===== src/rtl/truth_table_sweeper.sv =====
// truth_table_sweeper: walks a 4-input function block through M = 0..15,
// captures its response S into a truth-table vector and compares each bit
// against an expected maxterm mask (mask bit set => S must be 0 there).
module truth_table_sweeper #(
   parameter int unsigned SETTLE_CYCLES = 1
) (
   input  logic        clk,
   input  logic        rst_n,
   input  logic        start,
   input  logic [15:0] exp_maxterms,
   input  logic        S,
   output logic        X,
   output logic        Y,
   output logic        W,
   output logic        Z,
   output logic [3:0]  M,
   output logic        busy,
   output logic        done,
   output logic [15:0] table_out,
   output logic [15:0] mismatch,
   output logic [4:0]  err_cnt,
   output logic        pass
);

   typedef enum logic [1:0] {IDLE, SETTLE, SAMPLE, DONE} state_t;

   // With no settle time every index goes straight to its sample cycle.
   localparam logic [3:0] SETTLE_LOAD = 4'(SETTLE_CYCLES);
   localparam state_t     FIRST_STATE = (SETTLE_CYCLES == 0) ? SAMPLE : SETTLE;

   state_t      state;
   logic [3:0]  settle_cnt;
   logic [15:0] mask;
   logic        miss;

   // The function inputs are just the bits of the registered index.
   assign X = M[3];
   assign Y = M[2];
   assign W = M[1];
   assign Z = M[0];

   // Expected S at this index is the complement of the maxterm bit.
   assign miss = S ^ ~mask[M];

   // Sweep sequencer: settle, sample, advance; results latched per index.
   always_ff @(posedge clk or negedge rst_n) begin
      if (!rst_n) begin
         state      <= IDLE;
         settle_cnt <= '0;
         mask       <= '0;
         M          <= '0;
         busy       <= 1'b0;
         done       <= 1'b0;
         table_out  <= '0;
         mismatch   <= '0;
         err_cnt    <= '0;
         pass       <= 1'b0;
      end else begin
         case (state)
            IDLE: begin
               done <= 1'b0;
               if (start) begin
                  mask       <= exp_maxterms;
                  table_out  <= '0;
                  mismatch   <= '0;
                  err_cnt    <= '0;
                  pass       <= 1'b0;
                  M          <= '0;
                  busy       <= 1'b1;
                  settle_cnt <= SETTLE_LOAD;
                  state      <= FIRST_STATE;
               end
            end
            SETTLE: begin
               settle_cnt <= settle_cnt - 4'd1;
               if (settle_cnt <= 4'd1) begin
                  state <= SAMPLE;
               end
            end
            SAMPLE: begin
               table_out[M] <= S;
               mismatch[M]  <= miss;
               err_cnt      <= err_cnt + {4'b0000, miss};
               if (M == 4'd15) begin
                  done  <= 1'b1;
                  state <= DONE;
               end else begin
                  M          <= M + 4'd1;
                  settle_cnt <= SETTLE_LOAD;
                  state      <= FIRST_STATE;
               end
            end
            DONE: begin
               done  <= 1'b0;
               pass  <= (err_cnt == 5'd0);
               M     <= '0;
               busy  <= 1'b0;
               state <= IDLE;
            end
            default: begin
               state <= IDLE;
            end
         endcase
      end
   end

endmodule

===== config.mk =====
export PLATFORM = sky130hd
export DESIGN_NAME = truth_table_sweeper
export DESIGN_NICKNAME = d
export VERILOG_FILES = /design/src/rtl/truth_table_sweeper.sv
export SDC_FILE = /design/constraint.sdc
export NUM_CORES = 1
export LEC_CHECK = 0
export BUFFER_PORTS_ARGS = -buffer_cell sky130_fd_sc_hd__buf_4
export CORE_MARGIN = 5
export CORE_UTILIZATION = 49
export DETAILED_ROUTE_END_ITERATION = 10
export PLACE_DENSITY = 0.82
export SLEW_MARGIN = 15
export SYNTH_ARGS = -nofsm -noshare
export SYNTH_HDL_FRONTEND = slang
export SYNTH_SLANG_ARGS = --single-unit

===== constraint.sdc =====
create_clock -name clk -period 2.15 [get_ports clk]
set_input_delay 0.43 -clock clk [delete_from_list [all_inputs] [get_ports clk]]
set_output_delay 0.43 -clock clk [all_outputs]
set_load 0.02 [all_outputs]

; Yosys cells after proc, flatten, opt, wreduce, memory -nomap -nowiden
; Cells that the tools add are included.
[classes]
reduce_logical = 16
n_lt_le_gt_ge = 3
n_addsub = 3
bitwise = 2
muxes = 27
n_shift = 0
eq_ne = 8
div = 0
n_mul = 0
[op_table]
columns = cell, count
row1 = $pmux 16 s2, 2
row2 = $bwmux 16, 2
row3 = $pmux 4 s3, 2
row4 = $mux 16, 1
row5 = $mux 4, 4
row6 = $pmux 5 s2, 1
row7 = $reduce_and 2->1, 5
row8 = $ne 2x2->1 const B, 4
row9 = $pmux 2 s4, 1
row10 = $mux 2, 3
row11 = $pmux 1 s2, 3
row12 = $reduce_and 3->1, 2
row13 = $reduce_bool 2->1, 3
row14 = $reduce_bool 3->1, 2
row15 = $add 5x1->5, 1
row16 = $logic_not 5->1, 1
row17 = $lt 4x5->1 const B, 1
row18 = $mux 1, 5
row19 = $mux 5, 1
row20 = $add 4x1->4 const B, 1
row21 = $bmux 1 s4, 1
row22 = $demux 1 s4, 1
row23 = $eq 2x2->1 const B, 2
row24 = $eq 4x4->1 const B, 1
row25 = other kinds (9), 9
[totals]
romBits = 0
mem_count = 0
ramBits = 0
reg_bits = 66
in_bits = 20
word_cells = 69
latchBits = 0
output_inout_bits = 48

; Depth between registers and ports, before layout
[logic_depth]
depth_word = 6
depth_mapped = 10
mapped_depth_nobuf = 9

; Worst setup path before layout
; No wires, ideal clock.
[synth_timing]
path_type = register to register
from = register M[0]
to = register err_cnt[4]
t_arrival_ns = 2.336
stages_incl_launch_ff = 11
slack_ns = -0.309
setup_time_ns = 0.123
required_time_ns = 2.027
synth_period_minus_slack_ns = 2.459
n_path_buf = 1
cell_sequence = dfrtp_1 > buf_2 > mux4_2 > mux2i_4 > mux2i_1 > xnor2_1 > ha_1 > ha_1 > nand4_1 > xor2_1 > nor2_1
[synth_between]
elab_chain_cells = 6
[synth_lines]
columns = item, line_no
row1 = "start, declared", 16  ; output logic [3:0] M,
row2 = "start signal, assigned", 88  ; M <= M + 4'd1;
row3 = $bmux 1 s4, 43  ; assign miss = S ^ ~mask[M];
row4 = $mux 1 (implied by the code), 43
row5 = $not 1->1, 43
row6 = $xor 1x1->1, 43
row7 = $add 5x1->5, 83  ; err_cnt <= err_cnt + {4'b0000, miss};
row8 = $pmux 5 s2, 59  ; case (state)
row9 = "end signal, assigned", 83
row10 = "end, declared", 21  ; output logic [4:0] err_cnt,
; Every way passes these cells. The select of a mux whose other input is x is not followed.
; A chain may end at the register's enable or synchronous reset.

; Worst setup path after layout
[layout_timing]
from = register M[0]
to = register err_cnt[3]
; Same word-level chain as after synthesis.

==> metrics.txt <==
# TYPE chip_impl_metric gauge
chip_impl_metric{name="final_core_util",unit="%"} 63.63
chip_impl_metric{name="grt_pass1_vias",unit=""} 2664
chip_impl_metric{name="final.setup.worst_slack",unit="ps"} -60.08
chip_impl_metric{name="synth.yosys.warnings",unit=""} 0
chip_impl_metric{name="final_min_period_over_clock_period",unit="%"} 102.8
chip_impl_metric{name="cts.clk_slew.worst_paths",unit="ps"} 60
chip_impl_metric{name="reg2reg_slack",unit="ps"} -60
chip_impl_metric{name="overflow",unit=""} 0
chip_impl_info{name="synth_largest_area_cell",value="sky130_fd_sc_hd__dfrtp_1"} 1
chip_impl_info{name="largest_family_of_logic_cells_by_synthesized_area",value="compound AO/OA/AOI/OAI gates"} 1
chip_impl_info{name="critPathTopFamily",value="multiplexers"} 1
chip_impl_metric{name="clock.fmax",unit="GHz"} 0.4525
chip_impl_metric{name="vias",unit=""} 2571
chip_impl_info{name="timing.critical_path.to_type",value="flop"} 1
chip_impl_metric{name="swShare",unit="%"} 38.76
chip_impl_metric{name="route.final.wire_length",unit="mm"} 7.411
chip_impl_metric{name="clock_sinks",unit=""} 66
chip_impl_metric{name="synth_top_area_share",unit="%"} 51.68
chip_impl_metric{name="synth.avg_cell_area",unit="um^2"} 10.69
chip_impl_metric{name="layout_min_cycle_time",unit="ps"} 2210
chip_impl_metric{name="dieHeight",unit="um"} 90.76
chip_impl_metric{name="number_of_antenna_violations_at_the_first_check_in_global_routing",unit=""} 0
chip_impl_metric{name="nets",unit=""} 411
chip_impl_metric{name="slew_headroom",unit="%"} 67.69
chip_impl_metric{name="post_synth_mux_area_share",unit="%"} 12.37
chip_impl_metric{name="detail_route.drc_violations",unit=""} 0
chip_impl_metric{name="synth_xor_area_share",unit="%"} 1.096
chip_impl_metric{name="grt_use_total",unit="%"} 18.92
chip_impl_metric{name="initial_utilization",unit="%"} 50.33
chip_impl_metric{name="ctsHoldBuffers",unit=""} 0
chip_impl_metric{name="dieWidth",unit="um"} 90.76
chip_impl_metric{name="diodes",unit=""} 0
chip_impl_metric{name="yosysSeqAreaShare",unit="%"} 51.68
chip_impl_metric{name="floorplan.rows",unit=""} 29
chip_impl_metric{name="drtAntennaViolNets",unit=""} 0
chip_impl_info{name="regToRegEndpoint",value="err_cnt[3]"} 1
chip_impl_metric{name="p_r_area_growth_vs_syn",unit="%"} 26.43
chip_impl_metric{name="p_sw",unit="W"} 0.001877
chip_impl_info{name="worstHoldPathType",value="input pin to asynchronous set/reset pin"} 1
chip_impl_metric{name="clock_tree.buffer_depth",unit=""} 2
chip_impl_metric{name="n_fill_cell",unit=""} 516
chip_impl_metric{name="tightestPinTransition",unit="ps"} 480.6
chip_impl_metric{name="dp_hpwl",unit="mm"} 5.443
chip_impl_info{name="crit_path_start_kind",value="flop"} 1
chip_impl_metric{name="cts_made_buffers",unit=""} 9
chip_impl_metric{name="timing.final.max_slew_violations",unit=""} 0
chip_impl_metric{name="synth_simple_gate_area_share",unit="%"} 7.909
chip_impl_metric{name="seqPwrFrac",unit="%"} 36.3
chip_impl_metric{name="seq_area",unit="mm^2"} 0.001653
chip_impl_metric{name="ios",unit=""} 68
chip_impl_info{name="tritoncts",value="yes"} 1
chip_impl_metric{name="grt_max_degree",unit=""} 37
chip_impl_metric{name="hold_viol",unit=""} 0
chip_impl_metric{name="reg2reg_depth",unit=""} 9
chip_impl_info{name="synthTopCellsByArea",value="sky130_fd_sc_hd__dfrtp_1, sky130_fd_sc_hd__o22ai_1, sky130_fd_sc_hd__mux2_1"} 1
chip_impl_metric{name="fp.dieArea",unit="mm^2"} 0.008236
chip_impl_metric{name="wire_per_inst",unit="um"} 16.18
chip_impl_metric{name="synth-compound-area-share",unit="%"} 14.92
chip_impl_metric{name="pwr-share-clk",unit="%"} 16.9
chip_impl_metric{name="drv_cap",unit=""} 0
chip_impl_metric{name="multiInputGateArea",unit="mm^2"} 0.001339
chip_impl_metric{name="worst-path-buf-inv",unit=""} 1
chip_impl_metric{name="internal_power",unit="W"} 0.002966
chip_impl_info{name="cp_max_stage_cell",value="sky130_fd_sc_hd__mux4_2"} 1
chip_impl_metric{name="critPathRequiredTime",unit="ps"} 2380
chip_impl_metric{name="synth-edff-count",unit=""} 0
chip_impl_metric{name="syn-num-nets",unit=""} 331
chip_impl_info{name="root_buffer",value="sky130_fd_sc_hd__clkbuf_8"} 1
chip_impl_metric{name="htree_levels",unit=""} 3
chip_impl_metric{name="placeableCoreArea",unit="mm^2"} 0.006350
chip_impl_metric{name="synth-adder-area-share",unit="%"} 4.699
chip_impl_metric{name="gp_congestion",unit=""} 0.7942
chip_impl_metric{name="comb_power_share",unit="%"} 46.8
chip_impl_info{name="critPathKind",value="flop to flop"} 1
chip_impl_metric{name="drtPass1Iterations",unit=""} 5
chip_impl_metric{name="synth.ff_latch_count",unit=""} 66
chip_impl_metric{name="final.setup_skew",unit="ps"} 5.098
chip_impl_metric{name="cell_area_power_density",unit="mW/mm^2"} 1199
chip_impl_metric{name="critical_path.max_fanout",unit=""} 5
chip_impl_info{name="crit_chain",value="mux4_2, mux2i_4, mux2i_2, xnor2_1, ha_2, buf_4, nand4_1, xor2_1, nor2_1"} 1
chip_impl_metric{name="layout-drive-gt1-share",unit="%"} 29.66
chip_impl_metric{name="clock_latency",unit="ps"} 340
chip_impl_metric{name="total_leakage_power",unit="nW"} 1.879
chip_impl_info{name="r2r_start",value="M[0]"} 1
chip_impl_metric{name="synthesis.area",unit="mm^2"} 0.003196
chip_impl_info{name="setup_repair_after_global_routing_missed_its_margin",value="yes"} 1
chip_impl_info{name="leading_cell_type_by_number_of_instances_after_synthesis",value="sky130_fd_sc_hd__dfrtp_1"} 1
chip_impl_metric{name="place.port_buffers",unit=""} 67
chip_impl_info{name="synth.top_cells.by_count",value="sky130_fd_sc_hd__dfrtp_1, sky130_fd_sc_hd__inv_1, sky130_fd_sc_hd__o22ai_1, sky130_fd_sc_hd__a21oi_1, sky130_fd_sc_hd__nand2_1"} 1
chip_impl_metric{name="synth_async_sr_flop_share",unit="%"} 100.0
chip_impl_metric{name="synthesis.instances",unit=""} 299
chip_impl_metric{name="peakVddDrop",unit="V"} 0.0006530
chip_impl_metric{name="first_iter_violations",unit=""} 178
chip_impl_metric{name="crit_arrival",unit="ps"} 2440
chip_impl_info{name="violations_in_the_final_reports",value="setup timing"} 1
chip_impl_info{name="ys.flop_type",value="sky130_fd_sc_hd__dfrtp_1"} 1
chip_impl_metric{name="finalSetupViolations",unit=""} 2
chip_impl_metric{name="post_placement_worst_setup_slack",unit="ps"} -69.41
chip_impl_metric{name="critical_path_max_stage_delay",unit="ps"} 540
chip_impl_metric{name="post_synth_num_cell_types",unit=""} 38
chip_impl_info{name="run_status",value="complete, but fails checks"} 1
chip_impl_metric{name="per_cell_via_count_in_the_routed_design",unit=""} 5.614
chip_impl_metric{name="first_pass_grt_wire_length",unit="mm"} 12.73
per-layer routing:
layer / global-route usage, % / wire length, um
met5: 0 / 0
met4: 8.561 / 125
met3: 5.583 / 580
met2: 29.48 / 3523
met1: 24.26 / 3182
worst max path at each step:
stage	startpoint	to	slack (ps)	depth (start not counted)
2_1_floorplan	M[0]	err_cnt[4]	-140	10
3_3_place_gp	M[0]	err_cnt[4]	-40	9
3_5_place_dp	M[0]	err_cnt[4]	-70	9
4_1_cts	M[0]	err_cnt[4]	-50	9
5_1_grt	M[0]	err_cnt[3]	-220	9
6_report	M[0]	err_cnt[3]	-60	9
power by group through the flow:
stage | Sequential (W) | Combinational [W] | Clock, W
floorplan | 0.00181 | 0.00145 | 0
global placement | 0.00175 | 0.00214 | 0
detailed placement | 0.00178 | 0.00222 | 0
CTS | 0.00176 | 0.00225 | 0.000836
global route | 0.00179 | 0.00249 | 0.000892
finish | 0.00176 | 0.00227 | 0.000818
kinds of logic after synthesis:
kind of cell	count (synthesis)
compound gates	79
xor+xnor	4
fa+ha+maj	12
buf+inv	57
flops	66
mux	29
simple gates	52
sequential cells by signal, indices dropped and copies added (netlist names):
| name | cells |
|---|---|
| mask | 16 |
| mismatch | 16 |
| table_out | 16 |
| err_cnt | 5 |
| M | 4 |
| settle_cnt | 4 |
| state | 2 |
| busy | 1 |
| done | 1 |
| pass | 1 |
placed cells by master, fill, tap and decap left out, drive strengths merged, types with 3 or more instances in the layout:
cell type  instances
a21oi             22
a22o               5
and3               3
buf               87
clkbuf            12
dfrtp             66
ha                12
inv               39
mux2              18
mux2i              7
mux4               4
nand2             20
nand3              5
nand4              3
nor2               8
nor2b              4
nor3               3
o21ai             11
o22ai             32
xor2               3
timing repair:
item | CTS | global route
buffers inserted | 1 | 0
pin swaps | 3 | 1
setup endpoints to repair | 3 | 4
resized for setup | 3 | 3
per-stage QoR:
| step | area [um^2] | hold slack [ps] | power, W | setup TNS [ps] | cells |
|---|---|---|---|---|---|
| 2_1_floorplan | 3204 | 134.4 | 0.003258 | -379.9 | 299 |
| 3_3_place_gp | 3864 | 383.7 | 0.003897 | -40.38 | 444 |
| 3_5_place_dp | 3864 | 390.5 | 0.003995 | -148.6 | 444 |
| 4_1_cts | 4026 | 27.45 | 0.004843 | -128.5 | 458 |
| 5_1_grt | 4040 | 45.82 | 0.005175 | -657.4 | 458 |
| 6_report | 4040 | 18.33 | 0.004843 | -116.1 | 458 |
final cells by class:
cell class / instances / share of cell area [%]
flip-flops and latches: 66 / 40.91
multi-input cells: 176 / 33.14
repair buffers: 87 / 16.48
inverters: 39 / 3.623
clock buffers: 12 / 3.345
well taps: 77 / 2.385
clock inverters: 1 / 0.1239
worst register-to-register path, stage by stage, from the launching register on:
cell	delay (ps)
sky130_fd_sc_hd__dfrtp_2	440
sky130_fd_sc_hd__mux4_2	540
sky130_fd_sc_hd__mux2i_4	180
sky130_fd_sc_hd__mux2i_2	100
sky130_fd_sc_hd__xnor2_1	150
sky130_fd_sc_hd__ha_2	220
sky130_fd_sc_hd__buf_4	110
sky130_fd_sc_hd__nand4_1	120
sky130_fd_sc_hd__xor2_1	170
sky130_fd_sc_hd__nor2_1	50
Note: power is estimated with default switching activity, not from simulation.
